===== src/rtl/pc_sequencer.sv =====
// Program-counter sequencer: branch resolve/redirect, stall hold, end-of-program drain, perf counters.
// branch_flag/flush are combinational from EX inputs; pc redirect lands one edge later; stall holds pc.
module pc_sequencer #(
  parameter int ADDR_SIZE    = 5,
  parameter int MEM_LEN      = 32,
  parameter int DATA_SIZE    = 32,
  parameter int DRAIN_CYCLES = 3,
  parameter int CNT_WIDTH    = 16
) (
  input  logic                 clk,
  input  logic                 rst,
  input  logic                 stall_flag,
  input  logic [2:0]           ex_branch,
  input  logic                 ex_zero,
  input  logic [DATA_SIZE-1:0] ex_alu_out,
  input  logic [ADDR_SIZE-1:0] ex_pc,
  input  logic [ADDR_SIZE-1:0] ex_branch_offset,
  input  logic                 ex_branch_direction,
  output logic [ADDR_SIZE:0]   pc,
  output logic [ADDR_SIZE-1:0] inst_addr,
  output logic                 branch_flag,
  output logic                 flush,
  output logic                 done,
  output logic [CNT_WIDTH-1:0] cycle_count,
  output logic [CNT_WIDTH-1:0] stall_count,
  output logic [CNT_WIDTH-1:0] branch_count
);

  localparam int TW = ADDR_SIZE + 2;
  localparam int DW = $clog2(DRAIN_CYCLES + 1);
  localparam logic [ADDR_SIZE:0] PC_END     = (ADDR_SIZE + 1)'(MEM_LEN);
  localparam logic [DW-1:0]      DRAIN_LOAD = DW'(DRAIN_CYCLES);

  typedef enum logic [1:0] {S_RUN, S_DRAIN, S_DONE} state_t;

  state_t               state_q, state_d;
  logic [DW-1:0]        drain_q, drain_d;
  logic [ADDR_SIZE:0]   pc_q, pc_d;
  logic [CNT_WIDTH-1:0] cyc_q, cyc_d, stl_q, stl_d, brc_q, brc_d;
  logic                 cond, done_w;
  logic [TW-1:0]        tgt_sum;
  logic [ADDR_SIZE:0]   target;

  // Only the sign bit of the ALU result matters for BLT/BGE.
  logic unused_alu_bits;
  assign unused_alu_bits = ^ex_alu_out[DATA_SIZE-2:0];

  function automatic logic [CNT_WIDTH-1:0] sat_inc(input logic [CNT_WIDTH-1:0] v);
    return (&v) ? v : v + 1'b1;
  endfunction

  always_comb begin
    cond = 1'b0;
    case (ex_branch)
      3'd1:    cond = ex_zero;
      3'd2:    cond = ~ex_zero;
      3'd3:    cond = ex_alu_out[DATA_SIZE-1];
      3'd4:    cond = ~ex_alu_out[DATA_SIZE-1];
      default: cond = 1'b0;
    endcase
  end

  assign branch_flag = cond & ~done_w;
  assign flush       = branch_flag;

  // Two guard bits: the MSB flags a negative result, the next one catches overflow past 2^ADDR_SIZE.
  always_comb begin
    if (ex_branch_direction)
      tgt_sum = {2'b00, ex_pc} - {2'b00, ex_branch_offset};
    else
      tgt_sum = {2'b00, ex_pc} + {2'b00, ex_branch_offset};
    if (tgt_sum[TW-1] || (tgt_sum[TW-2:0] >= PC_END))
      target = PC_END;
    else
      target = tgt_sum[TW-2:0];
  end

  always_comb begin
    pc_d = pc_q;
    if (done_w)
      pc_d = pc_q;
    else if (branch_flag)
      pc_d = target;
    else if (stall_flag)
      pc_d = pc_q;
    else if (pc_q < PC_END)
      pc_d = pc_q + 1'b1;
  end

  // FSM: state register
  always_ff @(posedge clk or posedge rst) begin
    if (rst) begin
      state_q <= S_RUN;
      drain_q <= '0;
    end else begin
      state_q <= state_d;
      drain_q <= drain_d;
    end
  end

  // FSM: next state
  always_comb begin
    state_d = state_q;
    drain_d = drain_q;
    case (state_q)
      S_RUN: begin
        if (pc_d == PC_END) begin
          state_d = S_DRAIN;
          drain_d = DRAIN_LOAD;
        end
      end
      S_DRAIN: begin
        if (branch_flag)
          state_d = S_RUN;
        else if (drain_q == '0)
          state_d = S_DONE;
        else
          drain_d = drain_q - 1'b1;
      end
      S_DONE:  state_d = S_DONE;
      default: state_d = S_RUN;
    endcase
  end

  // FSM: outputs
  always_comb begin
    done_w = (state_q == S_DONE);
  end

  always_comb begin
    cyc_d = cyc_q;
    stl_d = stl_q;
    brc_d = brc_q;
    if (!done_w) begin
      cyc_d = sat_inc(cyc_q);
      if (stall_flag && !branch_flag)
        stl_d = sat_inc(stl_q);
      if (branch_flag)
        brc_d = sat_inc(brc_q);
    end
  end

  always_ff @(posedge clk or posedge rst) begin
    if (rst) begin
      pc_q  <= '0;
      cyc_q <= '0;
      stl_q <= '0;
      brc_q <= '0;
    end else begin
      pc_q  <= pc_d;
      cyc_q <= cyc_d;
      stl_q <= stl_d;
      brc_q <= brc_d;
    end
  end

  assign pc           = pc_q;
  assign inst_addr    = pc_q[ADDR_SIZE-1:0];
  assign done         = done_w;
  assign cycle_count  = cyc_q;
  assign stall_count  = stl_q;
  assign branch_count = brc_q;

endmodule


===== config.mk =====
export PLATFORM = sky130hd
export DESIGN_NAME = pc_sequencer
export DESIGN_NICKNAME = d
export VERILOG_FILES = /design/src/rtl/pc_sequencer.sv
export SDC_FILE = /design/constraint.sdc
export NUM_CORES = 1
export LEC_CHECK = 0
export CAP_MARGIN = 40
export CORE_MARGIN = 2
export CORE_UTILIZATION = 30
export DETAILED_ROUTE_END_ITERATION = 16
export GPL_TIMING_DRIVEN = 0
export PLACE_DENSITY = 0.64
export SYNTH_ARGS = -nofsm -noshare
export SYNTH_HDL_FRONTEND = slang
export SYNTH_SLANG_ARGS = --single-unit

===== constraint.sdc =====
create_clock -name clk -period 4.2 [get_ports clk]
set_input_delay 1.26 -clock clk [delete_from_list [all_inputs] [get_ports clk]]
set_output_delay 1.26 -clock clk [all_outputs]
set_load 0.02 [all_outputs]

==> impl_metrics.py <==
metrics = {
    "setup_path": {
        "slowest_stage": "or4b_4",
        "cpPeakStageDelay_ps": 580,
        "crit_type": "input pin to output port",
        "required_ps": 2940,
        "end_kind": "output port",
        "cp_max_fo": 3,
        "worst_r2r_path_depth": 5,
        "cp-start-kind": "input pin",
        "ff2ff_setup_slack_ps": 2080,
        "r2r-start": "state_q[0]",
        "r2r-end": "branch_count[1]",
        "worst_ep_arrival_time_ps": 2830,
        "worstPathCellList": "clkdlybuf4s50_1 -> or4b_4 -> o31ai_4 -> nand2_2 -> inv_2 -> buf_4 -> buf_2",
    },
    "hold_path": {
        "hold_start": "cycle_count[13]",
        "hp-class": "register to register",
        "whs_endpoint": "cycle_count[13]",
        "holdPathStages": 1,
    },
    "layout": {
        "final_nets": 499,
        "diodes": 0,
        "syn2layout_area_growth_pct": 37.1,
        "fin_util": 0.424,
        "post_route_cells_drive_above_1_share": 0.110,
        "mostFrequentLayoutCell": "clkdlybuf4s50_1",
        "fin_cells": 576,
        "layout_common_cells": "77 x clkdlybuf4s50_1, 58 x dfrtp_1, 34 x xnor2_1",
        "multi_input_area_um2": 1780,
        "fillers": 1088,
        "register_area_um2": 1450,
        "stdcell_area_um2": 4620,
    },
    "route": {
        "drc": 0,
        "wl_per_cell_um": 13.6,
        "antenna_left": 0,
        "totalWireLength_um": 7850,
        "vias_per_cell": 4.95,
        "num_vias": 2849,
        "first_pass_iters": 4,
        "drtIter0Drc": 67,
    },
    "power": {
        "combPwrFrac": 0.416,
        "pwr-share-clk": 0.228,
        "switching_share": 0.372,
        "power_density_nw_per_um2": 550,
        "internal-power_mw": 1.59,
        "switchingPower_mw": 0.943,
        "power_frac_seq": 0.355,
        "finalPower_mw": 2.54,
        "p_leak_nw": 1.96,
        "ir_drop_v": 0.000298,
    },
    "sta": {
        "fin_crit_sh": 0.975,
        "slew_headroom": 0.558,
        "clock.fmax_mhz": 244,
        "drv_slew": 0,
        "report.final.setup_viol": 0,
        "rsz0062_at_grt": "false",
        "worst_pin_slew_ps": 654,
        "hold_viol": 0,
        "holdWs_ps": 489,
        "min_period_ps": 4090,
        "finClkSkew_ps": 11.6,
    },
    "synthesis": {
        "synth_seq_area_share": 0.431,
        "yosysWarnings": 0,
        "synth_seq_cells": 58,
        "avgSynthCellArea_um2": 10.1,
        "syn_area_um2": 3370,
        "synth-edff-count": 0,
        "ys.flop_type": "dfrtp_1",
        "async_flop_share": 1.00,
        "synth.distinct_cells": 56,
        "netlist_instances": 334,
        "syn-num-nets": 402,
    },
    "global_routing": {
        "grt_pass1_wl_um": 13100,
        "grt_max_degree": 33,
        "overflow": 0,
        "antenna_found_initial": 0,
        "grt_pass1_vias": 2761,
        "grt_use_total": 0.137,
    },
    "floorplan": {
        "dieWidth_um": 110,
        "die_y_um": 110,
        "core_um2": 10900,
        "rows": 38,
        "io_pins": 112,
        "initial_core_util": 0.309,
        "dieArea_um2": 12100,
    },
    "clocking": {
        "clkSinkCount": 58,
        "clkLatencyLatePin_ps": 330,
        "clockRootBuffer": "clkbuf_8",
        "ctsLongestPathBuffers": 2,
        "clkTransAtPathRegs_ps": 70,
        "cts_buffers": 9,
        "cts_max_level": 3,
        "tritoncts": "built",
    },
    "outcome": {
        "status": "finished clean",
    },
    "place": {
        "dp_cells": 556,
        "dp_hpwl_um": 5810,
        "port_buffers": 80,
        "place_area_um2": 4370,
        "gp_congestion": 0.775,
    },
    "run": {
        "maxCapViolCount": 0,
    },
}
-- how the worst max path moves through the flow --
| stage | startpoint | end | slack [ps] | cells after the start |
|---|---|---|---|---|
| 2_1_floorplan | ex_branch[1] | flush | 440 | 5 |
| 3_3_place_gp | ex_alu_out[31] | flush | -890 | 7 |
| 3_5_place_dp | ex_alu_out[31] | flush | -910 | 7 |
| 4_1_cts | ex_branch[1] | flush | 20 | 7 |
| 5_1_grt | ex_branch[1] | flush | 50 | 7 |
| 6_report | ex_branch[1] | flush | 110 | 7 |
-- synth_stat cells (all sizes together), types with 4 or more instances --
master	instances	share of area
nand4	15	0.028
and4	5	0.013
ha	16	0.059
nand2b	7	0.013
o21bai	4	0.0089
and2	4	0.0074
and3	11	0.021
nor2	14	0.016
nor3	10	0.016
inv	18	0.020
mux2	7	0.023
a31oi	6	0.011
a21oi	5	0.0074
o21ai	7	0.010
nand2	28	0.031
nor4	5	0.0093
xnor2	34	0.088
xor2	11	0.029
nand3	15	0.022
buf	9	0.018
dfrtp	58	0.43
-- through the flow --
stage	setup slack [ps]	setup TNS [ps]
6_report	107	0
5_1_grt	48.6	0
4_1_cts	23.9	0
3_5_place_dp	-913	-1740
3_3_place_gp	-890	-1690
2_1_floorplan	438	0
-- kinds of logic after synthesis --
| group | Yosys count | share of synthesized area |
|---|---|---|
| adders and majority gates | 18 | 0.0713 |
| DFF | 58 | 0.431 |
| and+or+nand+nor | 126 | 0.208 |
| muxes | 9 | 0.0294 |
| buffers and inverters | 31 | 0.0424 |
| xor gates and xnor gates | 45 | 0.117 |
| AOI/OAI and AO/OA | 47 | 0.100 |
-- sequential cells by signal, summed over array words and instances, names as in the netlist --
signal        flops
stall_count      16
drain_q           2
pc                6
branch_count     16
cycle_count      16
state_q           2
-- critical path: cells and delay by family --
family / cells / cell delay [ps]
compound gates: 1 / 100
buf+inv: 4 / 790
simple gates: 2 / 680
-- power groups by stage --
stage / Clock [mW] / Sequential (mW) / Combinational (mW)
2_1_floorplan: 0 / 1.02 / 0.487
3_3_place_gp: 0 / 0.906 / 1.03
3_5_place_dp: 0 / 0.911 / 1.06
4_1_cts: 0.602 / 0.902 / 1.07
5_1_grt: 0.624 / 0.932 / 1.15
6_report: 0.579 / 0.902 / 1.06
-- repair_timing --
action | in CTS | in global routing
endpoints found under the setup margin | 2 | 2
setup buffers | 3 | 1
gates resized for setup | 8 | 3
hold buffers | 0 | 0
pin swaps | 1 | 0
-- area by class of cell --
type,count,area share
Clock inverter,4,0.0160
Multi-Input combinational cell,245,0.387
Inverter,19,0.0155
Timing Repair Buffer,86,0.183
Clock buffer,12,0.0314
Sequential cell,58,0.314
Tap cell,140,0.0380
Buffer,12,0.0155
-- per-layer routing --
metal / wire length [um] / GRT usage / up-vias
met4: 71 / 0.0380 / 0
met1: 3650 / 0.180 / 1385
met2: 3810 / 0.221 / 54
met3: 321 / 0.0397 / 10
met5: 0 / 0 / -
li1: - / - / 1400
Power figures use the tool's default switching activity.
